## src/rtl/ps2_pkg.sv

```systemverilog
// Shared types and constants for the PS/2 keyboard input stage: receive FSM
// states, prefix scancodes, special key values and the scancode-to-key map.
package ps2_pkg;

  typedef enum logic [2:0] {
    ST_IDLE    = 3'd0,
    ST_DATA    = 3'd1,
    ST_PARITY  = 3'd2,
    ST_STOP    = 3'd3,
    ST_PROCESS = 3'd4
  } ps2_state_e;

  localparam logic [7:0] SC_BREAK = 8'hF0;
  localparam logic [7:0] SC_EXT   = 8'hE0;

  localparam logic [4:0] KEY_ENTER = 5'h10;
  localparam logic [4:0] KEY_BKSP  = 5'h11;
  localparam int         NUM_KEYS  = 18;

  typedef struct packed {
    logic       hit;
    logic [4:0] key;
  } key_lookup_t;

  // Set-2 make codes for the hex keypad subset plus Enter and Backspace.
  function automatic key_lookup_t scancode_to_key(input logic [7:0] sc);
    key_lookup_t r;
    r.hit = 1'b1;
    r.key = 5'h00;
    case (sc)
      8'h45:   r.key = 5'h00;
      8'h16:   r.key = 5'h01;
      8'h1E:   r.key = 5'h02;
      8'h26:   r.key = 5'h03;
      8'h25:   r.key = 5'h04;
      8'h2E:   r.key = 5'h05;
      8'h36:   r.key = 5'h06;
      8'h3D:   r.key = 5'h07;
      8'h3E:   r.key = 5'h08;
      8'h46:   r.key = 5'h09;
      8'h1C:   r.key = 5'h0A;
      8'h32:   r.key = 5'h0B;
      8'h21:   r.key = 5'h0C;
      8'h23:   r.key = 5'h0D;
      8'h24:   r.key = 5'h0E;
      8'h2B:   r.key = 5'h0F;
      8'h5A:   r.key = KEY_ENTER;
      8'h66:   r.key = KEY_BKSP;
      default: r.hit = 1'b0;
    endcase
    return r;
  endfunction

endpackage

```

## src/rtl/ps2_key_fifo.sv

```systemverilog
// Small synchronous key FIFO: pointer pair with an extra wrap bit, head always
// visible (zero when empty), sticky overflow on a dropped push.
module ps2_key_fifo #(
  parameter int DEPTH = 4
) (
  input  logic       clk,
  input  logic       rstn,
  input  logic       push_i,
  input  logic [4:0] data_i,
  input  logic       pop_i,
  output logic       full_o,
  output logic       empty_o,
  output logic [4:0] head_o,
  output logic       overflow_o
);

  localparam int AW = $clog2(DEPTH);

  logic [4:0]  mem_q [DEPTH];
  logic [AW:0] wr_ptr_q, wr_ptr_d;
  logic [AW:0] rd_ptr_q, rd_ptr_d;
  logic        overflow_q, overflow_d;
  logic        do_push, do_pop;

  assign empty_o    = (wr_ptr_q == rd_ptr_q);
  assign full_o     = (wr_ptr_q[AW] != rd_ptr_q[AW]) &&
                      (wr_ptr_q[AW-1:0] == rd_ptr_q[AW-1:0]);
  assign head_o     = empty_o ? 5'h00 : mem_q[rd_ptr_q[AW-1:0]];
  assign overflow_o = overflow_q;

  // A pop in the same cycle frees the slot, so a push into a full FIFO survives.
  assign do_pop  = pop_i && !empty_o;
  assign do_push = push_i && (!full_o || do_pop);

  always_comb begin
    wr_ptr_d   = wr_ptr_q;
    rd_ptr_d   = rd_ptr_q;
    overflow_d = overflow_q;
    if (do_push) wr_ptr_d = wr_ptr_q + 1'b1;
    if (do_pop)  rd_ptr_d = rd_ptr_q + 1'b1;
    if (push_i && !do_push) overflow_d = 1'b1;
  end

  always_ff @(posedge clk) begin
    if (!rstn) begin
      wr_ptr_q   <= '0;
      rd_ptr_q   <= '0;
      overflow_q <= 1'b0;
      for (int i = 0; i < DEPTH; i++) mem_q[i] <= 5'h00;
    end else begin
      wr_ptr_q   <= wr_ptr_d;
      rd_ptr_q   <= rd_ptr_d;
      overflow_q <= overflow_d;
      if (do_push) mem_q[wr_ptr_q[AW-1:0]] <= data_i;
    end
  end

endmodule

```

## src/rtl/ps2_key_decoder.sv

```systemverilog
// PS/2 keyboard front end: synchronise, deframe, strip F0/E0 prefixes, map to
// 5-bit keys and queue them. PS2_TYPEMATIC_FILTER_EN suppresses held-key repeats.
module ps2_key_decoder
  import ps2_pkg::*;
#(
  parameter int FIFO_DEPTH     = 4,
  parameter int TIMEOUT_CYCLES = 16384,
  parameter int SYNC_STAGES    = 2
) (
  input  logic       clk,
  input  logic       rstn,
  input  logic       ps2_clk,
  input  logic       ps2_data,
  input  logic       key_ready,
  output logic [4:0] key_code,
  output logic       key_valid,
  output logic       frame_err,
  output logic       overflow,
  output logic [2:0] dbg_state_o
);

  localparam int TW = $clog2(TIMEOUT_CYCLES + 1);
  localparam logic [TW-1:0] TIMEOUT_LAST = TW'(TIMEOUT_CYCLES - 1);

  logic [SYNC_STAGES-1:0] clk_sync_q, data_sync_q;
  logic                   clk_prev_q;
  logic                   ps2_clk_s, ps2_data_s, fall;

  ps2_state_e  state_q;
  logic [7:0]  shift_q;
  logic [2:0]  bit_cnt_q;
  logic        par_err_q;
  logic [TW-1:0] idle_cnt_q;
  logic        frame_err_q;
  logic        brk_q, ext_q;
  logic        timeout_hit, is_prefix, push;
  key_lookup_t lk;
  logic        fifo_full, fifo_empty;

`ifdef PS2_TYPEMATIC_FILTER_EN
  logic [NUM_KEYS-1:0] held_q;
`endif

  assign ps2_clk_s  = clk_sync_q[SYNC_STAGES-1];
  assign ps2_data_s = data_sync_q[SYNC_STAGES-1];
  assign fall       = clk_prev_q && !ps2_clk_s;

  always_ff @(posedge clk) begin
    if (!rstn) begin
      clk_sync_q  <= '0;
      data_sync_q <= '0;
      clk_prev_q  <= 1'b0;
    end else begin
      clk_sync_q  <= (clk_sync_q << 1) | SYNC_STAGES'(ps2_clk);
      data_sync_q <= (data_sync_q << 1) | SYNC_STAGES'(ps2_data);
      clk_prev_q  <= ps2_clk_s;
    end
  end

  // The watchdog only runs while a frame is being shifted in.
  assign timeout_hit = (state_q inside {ST_DATA, ST_PARITY, ST_STOP}) &&
                       !fall && (idle_cnt_q == TIMEOUT_LAST);

  assign lk        = scancode_to_key(shift_q);
  assign is_prefix = (shift_q == SC_BREAK) || (shift_q == SC_EXT);

  always_comb begin
    push = (state_q == ST_PROCESS) && !is_prefix && !brk_q && !ext_q && lk.hit;
`ifdef PS2_TYPEMATIC_FILTER_EN
    if (held_q[lk.key]) push = 1'b0;
`endif
  end

  always_ff @(posedge clk) begin
    if (!rstn) begin
      state_q     <= ST_IDLE;
      shift_q     <= 8'h00;
      bit_cnt_q   <= 3'd0;
      par_err_q   <= 1'b0;
      idle_cnt_q  <= '0;
      frame_err_q <= 1'b0;
      brk_q       <= 1'b0;
      ext_q       <= 1'b0;
`ifdef PS2_TYPEMATIC_FILTER_EN
      held_q      <= '0;
`endif
    end else begin
      frame_err_q <= 1'b0;
      if (fall || state_q == ST_IDLE) idle_cnt_q <= '0;
      else                            idle_cnt_q <= idle_cnt_q + 1'b1;

      if (timeout_hit) begin
        frame_err_q <= 1'b1;
        state_q     <= ST_IDLE;
        brk_q       <= 1'b0;
        ext_q       <= 1'b0;
      end else begin
        case (state_q)
          ST_IDLE: if (fall) begin
            if (!ps2_data_s) begin
              state_q   <= ST_DATA;
              bit_cnt_q <= 3'd0;
              par_err_q <= 1'b0;
            end else begin
              frame_err_q <= 1'b1;
            end
          end
          ST_DATA: if (fall) begin
            shift_q   <= {ps2_data_s, shift_q[7:1]};
            bit_cnt_q <= bit_cnt_q + 3'd1;
            if (bit_cnt_q == 3'd7) state_q <= ST_PARITY;
          end
          ST_PARITY: if (fall) begin
            par_err_q <= ~(^{shift_q, ps2_data_s});
            state_q   <= ST_STOP;
          end
          ST_STOP: if (fall) begin
            if (ps2_data_s && !par_err_q) begin
              state_q <= ST_PROCESS;
            end else begin
              frame_err_q <= 1'b1;
              state_q     <= ST_IDLE;
            end
          end
          ST_PROCESS: begin
            state_q <= ST_IDLE;
            if (shift_q == SC_BREAK) begin
              brk_q <= 1'b1;
            end else if (shift_q == SC_EXT) begin
              ext_q <= 1'b1;
            end else begin
              brk_q <= 1'b0;
              ext_q <= 1'b0;
`ifdef PS2_TYPEMATIC_FILTER_EN
              if (lk.hit && !brk_q && !ext_q) held_q[lk.key] <= 1'b1;
              else if (lk.hit && brk_q)       held_q[lk.key] <= 1'b0;
`endif
            end
          end
          default: state_q <= ST_IDLE;
        endcase
      end
    end
  end

  ps2_key_fifo #(
    .DEPTH(FIFO_DEPTH)
  ) u_fifo (
    .clk       (clk),
    .rstn      (rstn),
    .push_i    (push),
    .data_i    (lk.key),
    .pop_i     (key_ready),
    .full_o    (fifo_full),
    .empty_o   (fifo_empty),
    .head_o    (key_code),
    .overflow_o(overflow)
  );

  assign key_valid   = !fifo_empty;
  assign frame_err   = frame_err_q;
  assign dbg_state_o = state_q;

  // Full is implied by the FIFO's own drop logic; kept for binding checkers.
  logic unused_full;
  assign unused_full = fifo_full;

endmodule
```

## config.mk

```make
export PLATFORM = sky130hd
export DESIGN_NAME = ps2_key_decoder
export DESIGN_NICKNAME = d
export VERILOG_FILES = /design/src/rtl/ps2_pkg.sv /design/src/rtl/ps2_key_fifo.sv /design/src/rtl/ps2_key_decoder.sv
export SDC_FILE = /design/constraint.sdc
export NUM_CORES = 1
export LEC_CHECK = 0
export CAP_MARGIN = 40
export CORE_AREA = 2 2 70 99
export DETAILED_ROUTE_END_ITERATION = 10
export DIE_AREA = 0 0 72 101
export PLACE_DENSITY = 0.72
export SLEW_MARGIN = 20
export SYNTH_ARGS = -nofsm -noshare
export SYNTH_HDL_FRONTEND = slang
export SYNTH_SLANG_ARGS = --single-unit
```

## constraint.sdc

```tcl
create_clock -name clk -period 5.4 [get_ports clk]
set_input_delay 0.81 -clock clk [delete_from_list [all_inputs] [get_ports clk]]
set_output_delay 0.81 -clock clk [all_outputs]
set_load 0.01 [all_outputs]
```

==> results of run 1 <==
## Yosys cell counts, types with 3 or more instances
cell / count / area share [%]
mux4_2: 5 / 3.3
a21oi_1: 13 / 1.9
or3_1: 4 / 0.74
clkbuf_1: 13 / 1.4
nand2_1: 15 / 1.7
or3b_1: 3 / 0.77
nor3b_1: 4 / 0.88
inv_1: 9 / 0.99
nor2b_1: 6 / 1.1
mux2i_1: 10 / 2.9
nor3_1: 11 / 1.6
nor4bb_1: 3 / 0.88
nor2_1: 51 / 5.6
or4_1: 3 / 0.66
nor4_1: 5 / 0.92
and2_1: 10 / 1.8
edfxtp_1: 20 / 18
xnor2_1: 12 / 3.1
dfxtp_1: 47 / 28
xor2_1: 12 / 3.1
o21a_1: 4 / 0.88
nand3_1: 17 / 2.5
buf_2: 7 / 1.0
o21ai_0: 13 / 1.9
ha_1: 5 / 1.8
and3_1: 4 / 0.74
nand2b_1: 6 / 1.1
## metal layers
layer | wire length [µm] | part of all wire [%]
met2 | 3680 | 56
met3 | 154 | 2.3
met5 | 0 | 0
met1 | 2600 | 40
met4 | 135 | 2.1
## power by group
group          internal [mW]  switching (mW)  total, mW
clock                  0.242           0.195      0.437
combinational        0.00910          0.0134     0.0225
sequential             0.525         0.00369      0.529
total                  0.777           0.212      0.988
## state kept, by name (all words and copies together) (netlist names), named ones only
signal / count
u_fifo.rd_ptr_q: 3
dbg_state_o: 3
clk_sync_q: 2
bit_cnt_q: 3
u_fifo.overflow_o: 1
idle_cnt_q: 15
brk_q: 1
data_sync_q: 2
par_err_q: 1
shift_q: 8
frame_err: 1
u_fifo.wr_ptr_q: 3
ext_q: 1
clk_prev_q: 1
u_fifo.mem_q: 20
## cell usage in the layout, fill, tap and decap left out, drive strengths merged, types with 3 or more instances in the layout
master	n
or3b	3
o21a	4
nor4bb	3
inv	9
clkinv	3
clkbuf	11
edfxtp	20
or4b	3
nand3	18
and2	10
nor2b	6
or4	3
nor3b	4
o21ai	14
xnor2	12
mux4	5
mux2i	10
dfxtp	47
nor4	6
nor2	51
or3	4
nand2	15
clkdlybuf4s50	15
and3	4
nor3	12
ha	5
xor2	12
nand2b	6
a21oi	13
## path summary, 6_finish.rpt
| kind | cells after the start | from | endpoint | slack (ps) |
|---|---|---|---|---|
| setup / recovery | 6 | shift_q[5] | u_fifo.mem_q[2][2] | 2330 |
| hold / removal | 1 | data_sync_q[0] | data_sync_q[1] | 440 |
| setup reg to reg | 6 | shift_q[5] | u_fifo.mem_q[2][2] | 2330 |
| hold reg to reg | 1 | data_sync_q[0] | data_sync_q[1] | 440 |
## cell families after synthesis
logic type | count (synthesis)
xor gates and xnor gates | 24
buffers and inverters | 31
muxes | 16
DFF | 67
AOI/OAI and AO/OA | 51
adders and majority gates | 5
and+or+nand+nor | 159
## cell type report
type                    count  area, µm²  share of cell area, %
flip-flops and latches     67       1540                   41.0
clock buffers              11        153                   4.06
well taps                  74       92.6                   2.46
inverters                   9       33.8                  0.898
clock inverters             5       60.1                   1.60
multi-input cells         255       1720                   45.7
repair buffers             17        161                   4.29
## worst max-delay path, delay by kind of cell (launching register included)
family | cells | cell delay, ps
AOI/OAI and AO/OA | 4 | 1380
and+or+nand+nor | 2 | 680
DFF | 1 | 630
## per-stage QoR
step                worst slack, ps  hold WS (ps)  utilization [%]
floorplan                      2900           412                -
global placement               2260           417             55.1
detailed placement             2240           433             55.1
CTS                            2340           444             58.4
global route                   2070           460             58.4
finish                         2330           439             58.4
==> impl_metrics.py, run 1 <==
metrics = {
    "setup_path": {
        "slowest_delay_ps": 630,
        "arrival_ps": 3050,
        "crit_fanout": 18,
        "crit_type": "flop to flop",
        "path_cells": "or3b_1 -> a2111oi_2 -> a311o_2 -> o41ai_4 -> or2_1 -> o21ai_0",
        "worstSetupEndpointType": "flop",
        "cp_slowest_cell": "dfxtp_1",
        "crit_path_start_kind": "flop",
        "crit_required_ps": 5380,
    },
    "logic_synthesis": {
        "syn_inst": 353,
        "synth_area_mm2": 0.00340,
        "avgSynthCellArea_um2": 9.63,
        "synth_ff_type": "dfxtp_1",
        "ys_warn_count": 0,
        "synth_edf_count": 20,
        "ys_seq_area_share_pct": 45.4,
        "synthSimpleGateAreaFrac_pct": 25.4,
        "syn-num-nets": 363,
        "yosys.area_share.adder_pct": 1.84,
        "muxShareOfSynthArea_pct": 6.59,
        "synth_top_family_by_area": "simple AND/OR/NAND/NOR gates",
        "synth_compound_area_share_pct": 10.6,
        "synth_seq_cells": 67,
        "synth_xor_area_share_pct": 6.19,
        "ys_types": 60,
        "async_flop_share_pct": 0,
    },
    "cts": {
        "cts-resized-gates": 0,
        "cts.path.max_buffers": 2,
        "clkLatencyLatePin_ps": 340,
        "numCtsBuffers": 9,
        "cts-root-buf": "clkbuf_8",
        "clk_pin_slew_ps": 80,
        "cts_hold_buf": 0,
        "htreeDepth": 3,
        "post-cts-setup-buffers": 0,
        "clock-sinks": 67,
        "cts_tree": "built",
    },
    "place": {
        "gp_congestion": 0.791,
        "dpl.cell_count": 422,
        "io_buffers": 15,
        "placed_area_mm2": 0.00355,
        "hpwlAfterDp_um": 4610,
    },
    "cells_and_area": {
        "syn2layout_area_growth_pct": 10.7,
        "drive_above_1_share_pct": 8.79,
        "antenna_cells": 0,
        "stdcell_count": 438,
        "fin_nets": 369,
        "nFillCells": 552,
        "fin_area_mm2": 0.00376,
    },
    "die": {
        "core_area_mm2": 0.00644,
        "design.portCount": 16,
        "die_w_um": 72,
        "die_area_mm2": 0.00727,
        "start_util_pct": 52.8,
        "dieHeight_um": 101,
        "std_cell_rows": 35,
    },
    "routing": {
        "drc": 0,
        "vias_per_cell": 5.81,
        "drt_wl_total_um": 6570,
        "first_pass_iters": 4,
        "wire_per_inst_um": 15.0,
        "postRouteAntennaNets": 0,
        "first_iter_violations": 196,
        "vias": 2544,
    },
    "grt": {
        "grt_max_degree": 26,
        "grt_usage_pct": 20.6,
        "first_global_vias": 2485,
        "overflow": 0,
        "grt_use_met3_pct": 5.70,
        "grt_use_met1_pct": 21.8,
        "grt_pass1_wl_um": 11500,
        "use_met2_pct": 38.0,
        "grt_antenna_before_repair": 0,
        "grt-busiest-layer": "met2",
    },
    "sta": {
        "setup_viol": 0,
        "fin_crit_ps": 3070,
        "rsz0062_at_grt": "false",
        "slew_headroom_pct": 43.7,
        "tns_ps": 0,
        "slew_violations": 0,
        "clock.fmax_mhz": 326,
        "final_hold_viol_count": 0,
        "fin_crit_sh_pct": 56.8,
        "finClkSkew_ps": 10.2,
        "worstMarginPinSlew_ps": 836,
    },
    "status": {
        "run_status": "complete, no violations",
    },
    "worst_hold_path": {
        "holdCritPathClass": "flop to flop",
    },
    "power": {
        "ir_drop_v": 0.000191,
        "powerDensity_mw_per_mm2": 263,
        "design_power_total_mw": 0.988,
        "leakagePower_nw": 1.31,
    },
    "flow_run": {
        "maxCapViolCount": 0,
    },
}
Power figures use the tool's default switching activity.
==> inputs of run 2 (changes only) <==
--- a/config.mk
+++ b/config.mk
@@ -6,10 +6,10 @@
 export NUM_CORES = 1
 export LEC_CHECK = 0
 export CAP_MARGIN = 40
-export CORE_AREA = 2 2 70 99
+export CORE_AREA = 2 2 71 99
 export DETAILED_ROUTE_END_ITERATION = 10
-export DIE_AREA = 0 0 72 101
-export PLACE_DENSITY = 0.72
+export DIE_AREA = 0 0 73 101
+export PLACE_DENSITY = 0.73
 export SLEW_MARGIN = 20
 export SYNTH_ARGS = -nofsm -noshare
 export SYNTH_HDL_FRONTEND = slang
==> constraint.sdc (replaced) <==
create_clock -name clk -period 2.7 [get_ports clk]
set_input_delay 0.405 -clock clk [delete_from_list [all_inputs] [get_ports clk]]
set_output_delay 0.405 -clock clk [all_outputs]
set_load 0.01 [all_outputs]
==> run 2 against run 1 <==
Compared with the run above: flip-flop and latch count unchanged; count of clock-buffer cells in the layout up 1; clock power up 100%; sequential power up 100%; via count up 3.3%; worst setup slack worse by 2100 ps; critical endpoint unchanged; largest power group unchanged.
==> impl_metrics.py, run 2 (synthesized netlist as in run 1, its figures left out) <==
metrics = {
    "status": {
        "run_status": "complete, no violations",
    },
    "setup_path": {
        "path_cells": "buf_4 -> or4_1 -> nor4_1 -> a211o_2 -> o41ai_4 -> or2_1 -> o21ai_0 -> buf_4",
        "crit_path_start_kind": "flop",
        "crit_fanout": 14,
        "crit_required_ps": 2760,
        "reg2reg_to": "u_fifo.mem_q[2][2]",
        "slowest_delay_ps": 500,
        "worstSetupEndpointType": "flop",
        "cp_slowest_cell": "or4_1",
        "startpoint": "shift_q[5]",
        "arrival_ps": 2560,
        "ff2ff_path_depth": 8,
        "crit_top_cell": "buf_4",
        "regToRegStartpoint": "shift_q[5]",
        "r2r_slack_ps": 200,
        "crit_type": "flop to flop",
    },
    "cts": {
        "numCtsBuffers": 9,
        "cts_hold_buf": 0,
        "cts-root-buf": "clkbuf_8",
        "cts.path.max_buffers": 2,
        "clk_pin_slew_ps": 70,
        "post-cts-setup-buffers": 0,
        "htreeDepth": 3,
        "clkLatencyLatePin_ps": 340,
        "clock-sinks": 67,
        "cts_tree": "built",
        "cts-resized-gates": 0,
    },
    "place": {
        "dpl.cell_count": 447,
        "gp_congestion": 0.849,
        "hpwlAfterDp_um": 4870,
        "io_buffers": 15,
    },
    "die": {
        "dieHeight_um": 101,
        "design.portCount": 16,
        "start_util_pct": 52.1,
        "die_area_mm2": 0.00737,
        "die_w_um": 73,
        "std_cell_rows": 35,
        "core_area_mm2": 0.00653,
    },
    "cells_and_area": {
        "final_common_cell": "nor2_1",
        "nFillCells": 549,
        "layout_common_cells": "nor2_1, dfxtp_1, buf_4",
        "top_regs": "u_fifo.mem_q x20, idle_cnt_q x15, shift_q x8",
        "syn2layout_area_growth_pct": 16.8,
        "drive_above_1_share_pct": 15.5,
        "top_register": "u_fifo.mem_q",
        "stdcell_count": 462,
        "largest_reg_flops": 20,
        "antenna_cells": 0,
        "fin_nets": 394,
    },
    "routing": {
        "vias_per_cell": 5.69,
        "postRouteAntennaNets": 0,
        "first_iter_violations": 104,
        "first_pass_iters": 4,
        "vias": 2627,
        "wire_per_inst_um": 14.7,
        "drt_wl_total_um": 6790,
        "drc": 0,
    },
    "sta": {
        "tns_ps": 0,
        "fin_crit_ps": 2500,
        "setup_viol": 0,
        "final_hold_viol_count": 0,
        "clock.fmax_mhz": 400,
        "fin_crit_sh_pct": 92.6,
        "rsz0062_at_grt": "false",
        "slew_violations": 0,
        "slew_headroom_pct": 62.4,
        "finClkSkew_ps": 7.37,
        "worstMarginPinSlew_ps": 558,
    },
    "power": {
        "powerDensity_mw_per_mm2": 504,
        "leakagePower_nw": 1.45,
        "ir_drop_v": 0.000338,
    },
    "worst_hold_path": {
        "hold_start": "clk_sync_q[0]",
        "min_path_cells": 1,
        "holdCritPathClass": "flop to flop",
        "hold_end": "clk_sync_q[1]",
    },
    "grt": {
        "grt_usage_pct": 20.4,
        "first_global_vias": 2604,
        "overflow": 0,
        "grt_antenna_before_repair": 0,
        "grt_max_degree": 21,
        "grt_pass1_wl_um": 11600,
    },
    "flow_run": {
        "maxCapViolCount": 0,
    },
}
==> run 2: cell types whose count changed in the layout (fill, tap and decap cells not counted) <==
cell and delta:
o21ai_0 -1, clkbuf_8 +2, clkbuf_1 -1, nor3b_1 -1, clkinvlp_4 -1, o21ai_2 +1, nor3b_2 +1, buf_1 -1
buf_4 +26, clkinv_4 -1
==> run 2: per-stage QoR <==
stage / utilization (%) / hold WS (ps) / area [µm²] / worst slack (ps) / power (mW)
finish: 60.8 / 437 / 3970 / 199 / 2.00
global route: 60.8 / 458 / 3970 / 39.8 / 2.06
CTS: 60.7 / 443 / 3960 / 85.8 / 2.02
detailed placement: 57.3 / 426 / 3740 / 108 / 1.13
global placement: 57.3 / 413 / 3740 / 137 / 1.13
floorplan: - / 412 / 3400 / 195 / 1.11
==> run 2: worst max-delay path by stage <==
stage                    endpoint  slack (ps)
6_report       u_fifo.mem_q[2][2]         200
5_1_grt        u_fifo.mem_q[2][0]          40
4_1_cts        u_fifo.mem_q[0][4]          90
3_5_place_dp   u_fifo.mem_q[0][4]         110
3_3_place_gp   u_fifo.mem_q[0][2]         140
2_1_floorplan  u_fifo.mem_q[2][0]         200
==> run 2: critical path: cells and delay by family, from the launching register on <==
kind,cells,cell delay (ps)
DFF,1,420
and+or+nand+nor,3,980
AOI/OAI and AO/OA,3,430
buffers and inverters,2,380
==> run 2: report_power, final <==
| group | switching (mW) | total (mW) | internal (mW) | leakage [nW] |
|---|---|---|---|---|
| Combinational | 0.0293 | 0.0529 | 0.0237 | 0.765 |
| Sequential | 0.00662 | 1.06 | 1.05 | 0.575 |
| Clock | 0.364 | 0.892 | 0.528 | 0.114 |
| Total | 0.400 | 2.00 | 1.60 | 1.45 |
==> run 2: layout make-up <==
cell class / count / area [µm²] / share of cell area [%]
inverters: 9 / 33.8 / 0.851
repair buffers: 42 / 353 / 8.89
well taps: 74 / 92.6 / 2.33
flip-flops and latches: 67 / 1540 / 38.8
multi-input cells: 255 / 1730 / 43.6
clock buffers: 12 / 176 / 4.44
clock inverters: 3 / 43.8 / 1.10
==> run 2: metal layers <==
layer	global-route usage (%)	wire length (µm)
met1	21.1	2790
met2	37.4	3670
met3	3.40	151
met4	11.8	182
met5	0	0
==> inputs of run 3 (changes only) <==
--- a/config.mk
+++ b/config.mk
@@ -5,6 +5,7 @@
 export SDC_FILE = /design/constraint.sdc
 export NUM_CORES = 1
 export LEC_CHECK = 0
+export ABC_CLOCK_PERIOD_IN_PS = 2700
 export CAP_MARGIN = 40
 export CORE_AREA = 2 2 71 99
 export DETAILED_ROUTE_END_ITERATION = 10
==> results of run 3 <==
Same layout as run 2: the final DEF is identical, and so are final timing and power.
